### src/rtl/instruction_prefetch_queue.sv
// Instruction prefetch queue: fetches sequential words over MMU port B into a
// DEPTH-entry FIFO and presents the head entry to decode on registered outputs.
// Build option: define PREFETCH_STATS_EN to add the 16-bit stallCount output.
module instruction_prefetch_queue #(
  parameter int unsigned          BUS_WIDTH = 32,
  parameter int unsigned          DEPTH     = 4,
  parameter logic [BUS_WIDTH-1:0] RESET_PC  = '0
) (
  input  logic                 clk,
  input  logic                 reset,
  output logic [BUS_WIDTH-1:0] memAddr,
  output logic                 memRequest,
  input  logic [BUS_WIDTH-1:0] memData,
  input  logic                 memBusy,
  input  logic                 redirectValid,
  input  logic [BUS_WIDTH-1:0] redirectAddr,
  output logic [BUS_WIDTH-1:0] opcode,
  output logic [BUS_WIDTH-1:0] opcodePc,
  output logic                 opcodeValid,
  input  logic                 pop
`ifdef PREFETCH_STATS_EN
  ,
  output logic [15:0]          stallCount
`endif
);

  localparam int unsigned PTR_W = $clog2(DEPTH);
  localparam int unsigned CNT_W = PTR_W + 1;

  typedef enum logic [1:0] {
    IDLE = 2'd0,
    REQ  = 2'd1,
    WAIT = 2'd2
  } stateT;

  stateT                state;
  stateT                nextState;
  logic [BUS_WIDTH-1:0] fetchPc;
  logic                 discard;

  logic [BUS_WIDTH-1:0] dataMem [DEPTH];
  logic [BUS_WIDTH-1:0] pcMem   [DEPTH];
  logic [PTR_W-1:0]     rdPtr;
  logic [PTR_W-1:0]     wrPtr;
  logic [CNT_W-1:0]     count;

  logic                 full;
  logic                 doPush;
  logic                 doPop;
  logic [BUS_WIDTH-1:0] redirectPc;
  logic [PTR_W-1:0]     nextRdPtr;
  logic [CNT_W-1:0]     keptCount;
  logic [CNT_W-1:0]     nextCount;

  // Queue bookkeeping: push/pop qualification and post-update pointer/occupancy.
  always_comb begin
    full       = (count == CNT_W'(DEPTH));
    doPush     = (state == WAIT) && !memBusy && !discard && !redirectValid;
    doPop      = pop && (count != '0);
    redirectPc = redirectAddr & ~BUS_WIDTH'(3);
    nextRdPtr  = rdPtr + PTR_W'(doPop);
    keptCount  = count - CNT_W'(doPop);
    nextCount  = keptCount + CNT_W'(doPush);
  end

  // Fetch FSM next-state logic.
  always_comb begin
    nextState = state;
    case (state)
      IDLE:    if (!full && !redirectValid) nextState = REQ;
      REQ:     nextState = WAIT;
      WAIT:    if (!memBusy) nextState = IDLE;
      default: nextState = IDLE;
    endcase
  end

  // Fetch FSM state register.
  always_ff @(posedge clk) begin
    if (reset) state <= IDLE;
    else       state <= nextState;
  end

  // MMU request outputs; the address is captured on entry to REQ and held
  // for the whole access, so a redirect cannot disturb an outstanding request.
  always_ff @(posedge clk) begin
    if (reset) begin
      memRequest <= 1'b0;
      memAddr    <= '0;
    end else begin
      memRequest <= (nextState == REQ) || (nextState == WAIT);
      if ((state == IDLE) && (nextState == REQ)) memAddr <= fetchPc;
    end
  end

  // Discard flag marks an outstanding access whose response must be dropped.
  always_ff @(posedge clk) begin
    if (reset)                                              discard <= 1'b0;
    else if ((state == WAIT) && !memBusy)                   discard <= 1'b0;
    else if (redirectValid && ((state == REQ) || (state == WAIT))) discard <= 1'b1;
  end

  // Fetch address: redirect overrides the sequential +4 advance.
  always_ff @(posedge clk) begin
    if (reset)              fetchPc <= RESET_PC;
    else if (redirectValid) fetchPc <= redirectPc;
    else if (doPush)        fetchPc <= fetchPc + BUS_WIDTH'(4);
  end

  // Queue storage; written only when a response is accepted.
  always_ff @(posedge clk) begin
    if (!reset && doPush) begin
      dataMem[wrPtr] <= memData;
      pcMem[wrPtr]   <= fetchPc;
    end
  end

  // Pointers, occupancy and registered head outputs.
  // Head is loaded from the post-pop pointer, bypassing the incoming word
  // when it becomes the only entry, so no stale head survives a pop.
  always_ff @(posedge clk) begin
    if (reset) begin
      rdPtr       <= '0;
      wrPtr       <= '0;
      count       <= '0;
      opcode      <= '0;
      opcodePc    <= '0;
      opcodeValid <= 1'b0;
    end else if (redirectValid) begin
      rdPtr       <= '0;
      wrPtr       <= '0;
      count       <= '0;
      opcodeValid <= 1'b0;
    end else begin
      if (doPush) wrPtr <= wrPtr + PTR_W'(1);
      rdPtr       <= nextRdPtr;
      count       <= nextCount;
      opcodeValid <= (nextCount != '0);
      if (keptCount == '0) begin
        if (doPush) begin
          opcode   <= memData;
          opcodePc <= fetchPc;
        end
      end else begin
        opcode   <= dataMem[nextRdPtr];
        opcodePc <= pcMem[nextRdPtr];
      end
    end
  end

`ifdef PREFETCH_STATS_EN
  // Saturating count of cycles with no instruction available to decode.
  always_ff @(posedge clk) begin
    if (reset)                                     stallCount <= '0;
    else if (redirectValid)                        stallCount <= '0;
    else if (!opcodeValid && (stallCount != '1))   stallCount <= stallCount + 16'd1;
  end
`endif

endmodule

### config.mk
export PLATFORM = sky130hd
export DESIGN_NAME = instruction_prefetch_queue
export DESIGN_NICKNAME = d
export VERILOG_FILES = /design/src/rtl/instruction_prefetch_queue.sv
export SDC_FILE = /design/constraint.sdc
export NUM_CORES = 1
export LEC_CHECK = 0
export ABC_CLOCK_PERIOD_IN_PS = 3200
export BUFFER_PORTS_ARGS = -buffer_cell sky130_fd_sc_hd__buf_2
export CAP_MARGIN = 30
export CELL_PAD_IN_SITES_DETAIL_PLACEMENT = 1
export CELL_PAD_IN_SITES_GLOBAL_PLACEMENT = 1
export CORE_MARGIN = 5
export CORE_UTILIZATION = 43
export DETAILED_ROUTE_END_ITERATION = 16
export PLACE_DENSITY_LB_ADDON = 0.15
export SYNTH_ARGS = -nofsm -noshare
export SYNTH_HDL_FRONTEND = slang
export SYNTH_SLANG_ARGS = --single-unit
### constraint.sdc
create_clock -name clk -period 3.2 [get_ports clk]
set_input_delay 0.48 -clock clk [delete_from_list [all_inputs] [get_ports clk]]
set_output_delay 0.48 -clock clk [all_outputs]
set_load 0.005 [all_outputs]
; ---- After elaboration in Yosys (flattened, before gate mapping)
; Memories as Yosys holds them, arrays and structs flattened.
; Cells that the tools add are included.
[op_classes]
n_addsub = 5
multipliers = 0
div = 0
order_cmp = 0
n_eq_ne = 6
n_shift = 0
mux = 11
bitwise_logic = 1
n_reduce_logical = 23
[op_table]
columns = cell, n
row1 = 32-bit two-way mux, 6
row2 = 32-bit by 3-bit adder with 32-bit output (second input constant), 1
row3 = 1-bit logical AND, 8
row4 = 2-bit case mux with 3 select lines, 1
row5 = 3-bit nonzero test, 2
row6 = 1-bit zero test, 5
row7 = 2-bit by 1-bit equality test with 1-bit output (second input constant), 2
row8 = 2-bit equality test (second input constant), 2
row9 = 2-bit two-way mux, 2
row10 = 2-bit OR reduction, 2
row11 = 3-bit by 1-bit adder with 3-bit output, 1
row12 = 3-bit equality test (second input constant), 1
row13 = 3-bit zero test, 1
row14 = 3-bit by 1-bit subtractor with 3-bit output, 1
row15 = 2-bit by 1-bit adder with 2-bit output, 1
row16 = 2-bit by 1-bit adder with 2-bit output (second input constant), 1
row17 = 2-bit zero test, 1
row18 = 1-bit logical OR, 2
row19 = 1-bit two-way mux, 2
row20 = 2-bit inequality test (second input constant), 1
row21 = 2-bit AND reduction, 1
row22 = 2-bit nonzero test, 1
row23 = 1-bit inverter, 1
[totals]
register_bits = 140
latchBits = 0
ramBits = 256
romBits = 0
inputBits = 69
out_inout_bits = 98
word_cells = 60
memories = 2
[mem_list]
columns = name, words, word_bits, read_ports, rd_ports_with_merged_regs, write_ports, line_no
row1 = dataMem, 4, 32, 1, 0, 1, 41  ; logic [BUS_WIDTH-1:0] dataMem [DEPTH];
row2 = pcMem, 4, 32, 1, 0, 1, 42  ; logic [BUS_WIDTH-1:0] pcMem [DEPTH];

; ---- Longest topological paths before layout
[depth]
ltp_word = 7
ltp_mapped = 11
ltp_nobuf = 10

; ---- Least setup slack after synthesis
; OpenSTA, ideal clock, no wires.
[synth_path]
path_kind = reg2reg
from = register state[0]
to = memory dataMem[0][0] (enable)
setup_ns = 0.427
t_arrival_ns = 2.869
required_ns = 2.773
setup_slack_ns = -0.096
path_stages_with_launch = 6
n_path_buf = 1
synth_period_minus_slack_ns = 3.296
cell_sequence = dfxtp_1 > inv_1 > ha_1 > nor3b_1 > clkbuf_1 > and3_1
[synth_between]
elab_chain_cells = 7
[synth_rtl]
columns = item, line_no
row1 = "start, declared", 36  ; stateT state;
row2 = "start signal, assigned", 80  ; else state <= nextState;
row3 = 2-bit equality test, 58  ; doPush = (state == WAIT) && !memBusy && !discard && !redirectValid;
row4 = 1-bit logical AND (3 in series), 58
row5 = 1-bit logical AND, 111  ; if (!reset && doPush) begin
row6 = 1-bit two-way mux, 111
row7 = 1-bit two-way mux (implied by the code), 112  ; dataMem[wrPtr] <= memData;
row8 = "end, declared", 41
; No other way between the ends.

; ---- Worst setup path in the final report
[layout_path]
from = register state[0]
to = register fetchPc[28]
[layout_between]
elab_chain_cells = 5
[layout_rtl]
columns = item, line_no
row1 = 2-bit equality test, 58
row2 = 1-bit logical AND (3 in series), 58
row3 = 2-bit nonzero test (no source line), --
row4 = "end signal, assigned", 105  ; else if (redirectValid) fetchPc <= redirectPc;
row5 = "end signal, assigned", 106  ; else if (doPush) fetchPc <= fetchPc + BUS_WIDTH'(4);
row6 = "end, declared", 38  ; logic [BUS_WIDTH-1:0] fetchPc;
; No other way between the ends.
; A chain may end at the register's enable or synchronous reset.

==> impl_metrics.env <==
export IMPL_hold_viol=0
export IMPL_wl_met2_mm=21.25
export IMPL_grt_start_max_net_pins=56
export IMPL_clock_sinks=382
export IMPL_dp_slack_ns=0.4836
export IMPL_clk_pin_slew_worst_paths_ns=0.06
export IMPL_startpoint="state[0]$_SDFF_PP0_"
export IMPL_htree_levels=2
export IMPL_antenna_found_initial=0
export IMPL_cts_buffers=42
export IMPL_drive_above_1_share_pct=21.91
export IMPL_synth_most_common_cell="edfxtp_1"
export IMPL_clockPowerShare_pct=43.1
export IMPL_cts_tree="yes"
export IMPL_fillCellCount=3643
export IMPL_fp_dieArea_um2=39830
export IMPL_yosys_area_top_type="edfxtp_1"
export IMPL_synth_top_cell_area_share_pct=48.19
export IMPL_fin_crit_sh_pct=84.41
export IMPL_yosysSeqAreaShare_pct=65.55
export IMPL_synth_area_top_cells="edfxtp_1 48%, dfxtp_1 17%, nand2_1 5.0%"
export IMPL_core_area_um2=35480
export IMPL_crit_end="fetchPc[28]$_SDFFE_PP0P_"
export IMPL_rsz0062_at_grt="false"
export IMPL_ff2ff_setup_slack_ns=0.50
export IMPL_ys_types=55
export IMPL_finalClockSkew_ns=0.01828
export IMPL_setup_viol=0
export IMPL_crit_required_ns=3.64
export IMPL_status="finished, final reports clean"
export IMPL_die_y_um=199.6
export IMPL_cts_hold_buffers=0
export IMPL_syn_to_final_growth_pct=18.72
export IMPL_overflow=0
export IMPL_min_period_ns=2.701
export IMPL_portBuffers=160
export IMPL_routed_wl_mm=42.05
export IMPL_routed_wl_met3_mm=1.777
export IMPL_grt_pass1_wl_mm=65.10
export IMPL_clk_latency_ns=0.53
export IMPL_switching_power_mw=2.487
export IMPL_swShare_pct=22.62
export IMPL_leakage_nw=6.660
export IMPL_cap_violations=0
export IMPL_drtIter0Drc=455
export IMPL_critPathArrivalTime_ns=3.14
export IMPL_worst_slack_ns=0.4990
export IMPL_hold_slack_ns=0.1819
export IMPL_grt_pass1_vias=11360
export IMPL_syn_cell_area_um2=15450
export IMPL_wirelength_met1_mm=18.23
export IMPL_fin_setup_tns_ns=0
export IMPL_sequentialPowerShare_pct=50.1
export IMPL_ys_warn_count=0
export IMPL_power_per_cell_area_nw_per_um2=599.3
export IMPL_ctsLongestPathBuffers=3
export IMPL_drt_pass1_iterations=4
export IMPL_finalWeightedCongestion=0.7701
export IMPL_power_internal_mw=8.508
export IMPL_final_max_slew_viol_count=0
export IMPL_diodes=0
export IMPL_nets=1460
export IMPL_synth_seq_cells=382
export IMPL_grt_total_usage_pct=21.02
export IMPL_cts_resized=0
export IMPL_drc=0
export IMPL_syn_inst=1220
export IMPL_via_count=10570
export IMPL_worstSetupEndpointType="flip-flop"
export IMPL_route_top_layer_used="met4"
export IMPL_rows=69
export IMPL_cts_root_buf="clkbuf_16"
export IMPL_synth_common_cells="248 x edfxtp_1, 205 x nand2_1, 134 x dfxtp_1"
export IMPL_wl_per_cell_um=22.47
export IMPL_reg2reg_from="state[0]$_SDFF_PP0_"
export IMPL_synth_ff_type="edfxtp_1"
export IMPL_start_util_pct=43.55
export IMPL_dp_hpwl_mm=26.18
export IMPL_synth_edf_count=248
export IMPL_routed_via_density=5.647
export IMPL_crit_type="flip-flop to flip-flop"
export IMPL_max_freq_mhz=370.2
export IMPL_die_width_um=199.6
export IMPL_post_cts_repair_setup_buffers=0
export IMPL_path_max_fanout=12
export IMPL_ios=167
export IMPL_slew_headroom_pct=39.20
export IMPL_async_flop_share_pct=0
export IMPL_timing_rr_end="fetchPc[28]$_SDFFE_PP0P_"
export IMPL_ant_nets=0
export IMPL_cp_start_kind="flip-flop"
export IMPL_hold_path_class="input pin to flip-flop"
export IMPL_r2r_cells=7
export IMPL_combPwrFrac_pct=6.8
export IMPL_ir_drop_uv=380.9
export IMPL_worst_pin_slew_ns=0.9120
export IMPL_postSynthAreaPerCell_um2=12.67
==> per-stage QoR <==
stage | power [mW] | utilization, % | instance area, um^2 | std cells
2_1_floorplan | 5.986 | - | 15470 | 1223
3_3_place_gp | 6.348 | 47.85 | 16980 | 1793
3_5_place_dp | 6.372 | 47.85 | 16980 | 1793
4_1_cts | 11.13 | 51.70 | 18350 | 1871
5_1_grt | 11.42 | 51.70 | 18350 | 1871
6_report | 10.99 | 51.70 | 18350 | 1871
==> worst min-delay path by stage <==
| stage | startpoint | end | slack (ns) | cells past startpoint |
|---|---|---|---|---|
| 2_1_floorplan | memAddr[10]$_SDFFE_PP0P_ | memAddr[10]$_SDFFE_PP0P_ | 0.45 | 2 |
| 5_1_grt | memData[25] | dataMem[3][25]$_DFFE_PP_ | 0.17 | 1 |
| 3_3_place_gp | memAddr[16]$_SDFFE_PP0P_ | memAddr[16]$_SDFFE_PP0P_ | 0.44 | 2 |
| 6_report | memData[22] | dataMem[1][22]$_DFFE_PP_ | 0.18 | 1 |
| 4_1_cts | memData[23] | dataMem[0][23]$_DFFE_PP_ | 0.16 | 1 |
| 3_5_place_dp | memAddr[13]$_SDFFE_PP0P_ | memAddr[13]$_SDFFE_PP0P_ | 0.45 | 2 |
==> state kept, by name, indices dropped and copies added (netlist names) <==
signal	cells
dataMem	128
pcMem	120
opcode	32
fetchPc	30
memAddr	30
opcodePc	30
count	3
rdPtr	2
state	2
wrPtr	2
discard	1
memRequest	1
opcodeValid	1
==> layout make-up <==
type	count	area [um^2]	area share [%]
multi-input combinational	734	4966	27.07
clock inverter	19	138.9	0.7571
clock buffer	59	1229	6.698
timing repair buffer	201	1249	6.807
tap	461	576.8	3.144
inverter	15	56.30	0.3069
sequential	382	10130	55.22
==> metal layers <==
metal | global-route usage (%) | vias up
met5 | 0 | -
met4 | 5.208 | 0
met3 | 3.456 | 57
met2 | 36.96 | 197
met1 | 27.31 | 5419
li1 | - | 4892
==> critical path, stage by stage (launching register included) <==
cell and delay, ns:
dfxtp_1 0.35, inv_1 0.10, ha_1 0.21, or3b_1 0.44, buf_4 0.22, or3_4 0.49
or4b_1 0.50, a311oi_1 0.29
==> layout by cell type, fill, tap and decap left out, types with 30 or more instances in the layout <==
cell	n
buf_4	31
mux4_2	31
nand2_1	205
edfxtp_1	248
dfxtp_1	134
buf_2	159
a21oi_1	101
a211oi_1	39
mux2i_1	31
clkbuf_16	45
nor2_1	61
o21a_1	59
o41a_1	30
==> logic make-up after synthesis <==
logic type	synth area share (%)
multiplexers	6.526
buffers and inverters	2.769
XOR/XNOR	0.7935
AO/OA/AOI/OAI	13.06
flip-flops	65.55
AND/OR/NAND/NOR	10.06
other	0.02427
adder cells (fa/ha/maj)	1.215
==> power groups by stage <==
stage / Sequential, mW / Clock, mW / Combinational (mW)
after floorplan: 5.57 / 0 / 0.419
after global placement: 5.61 / 0 / 0.740
after detailed placement: 5.61 / 0 / 0.758
after CTS: 5.51 / 4.86 / 0.761
after global routing: 5.52 / 5.07 / 0.827
final: 5.51 / 4.74 / 0.746
(Power assumes the default switching activity.)
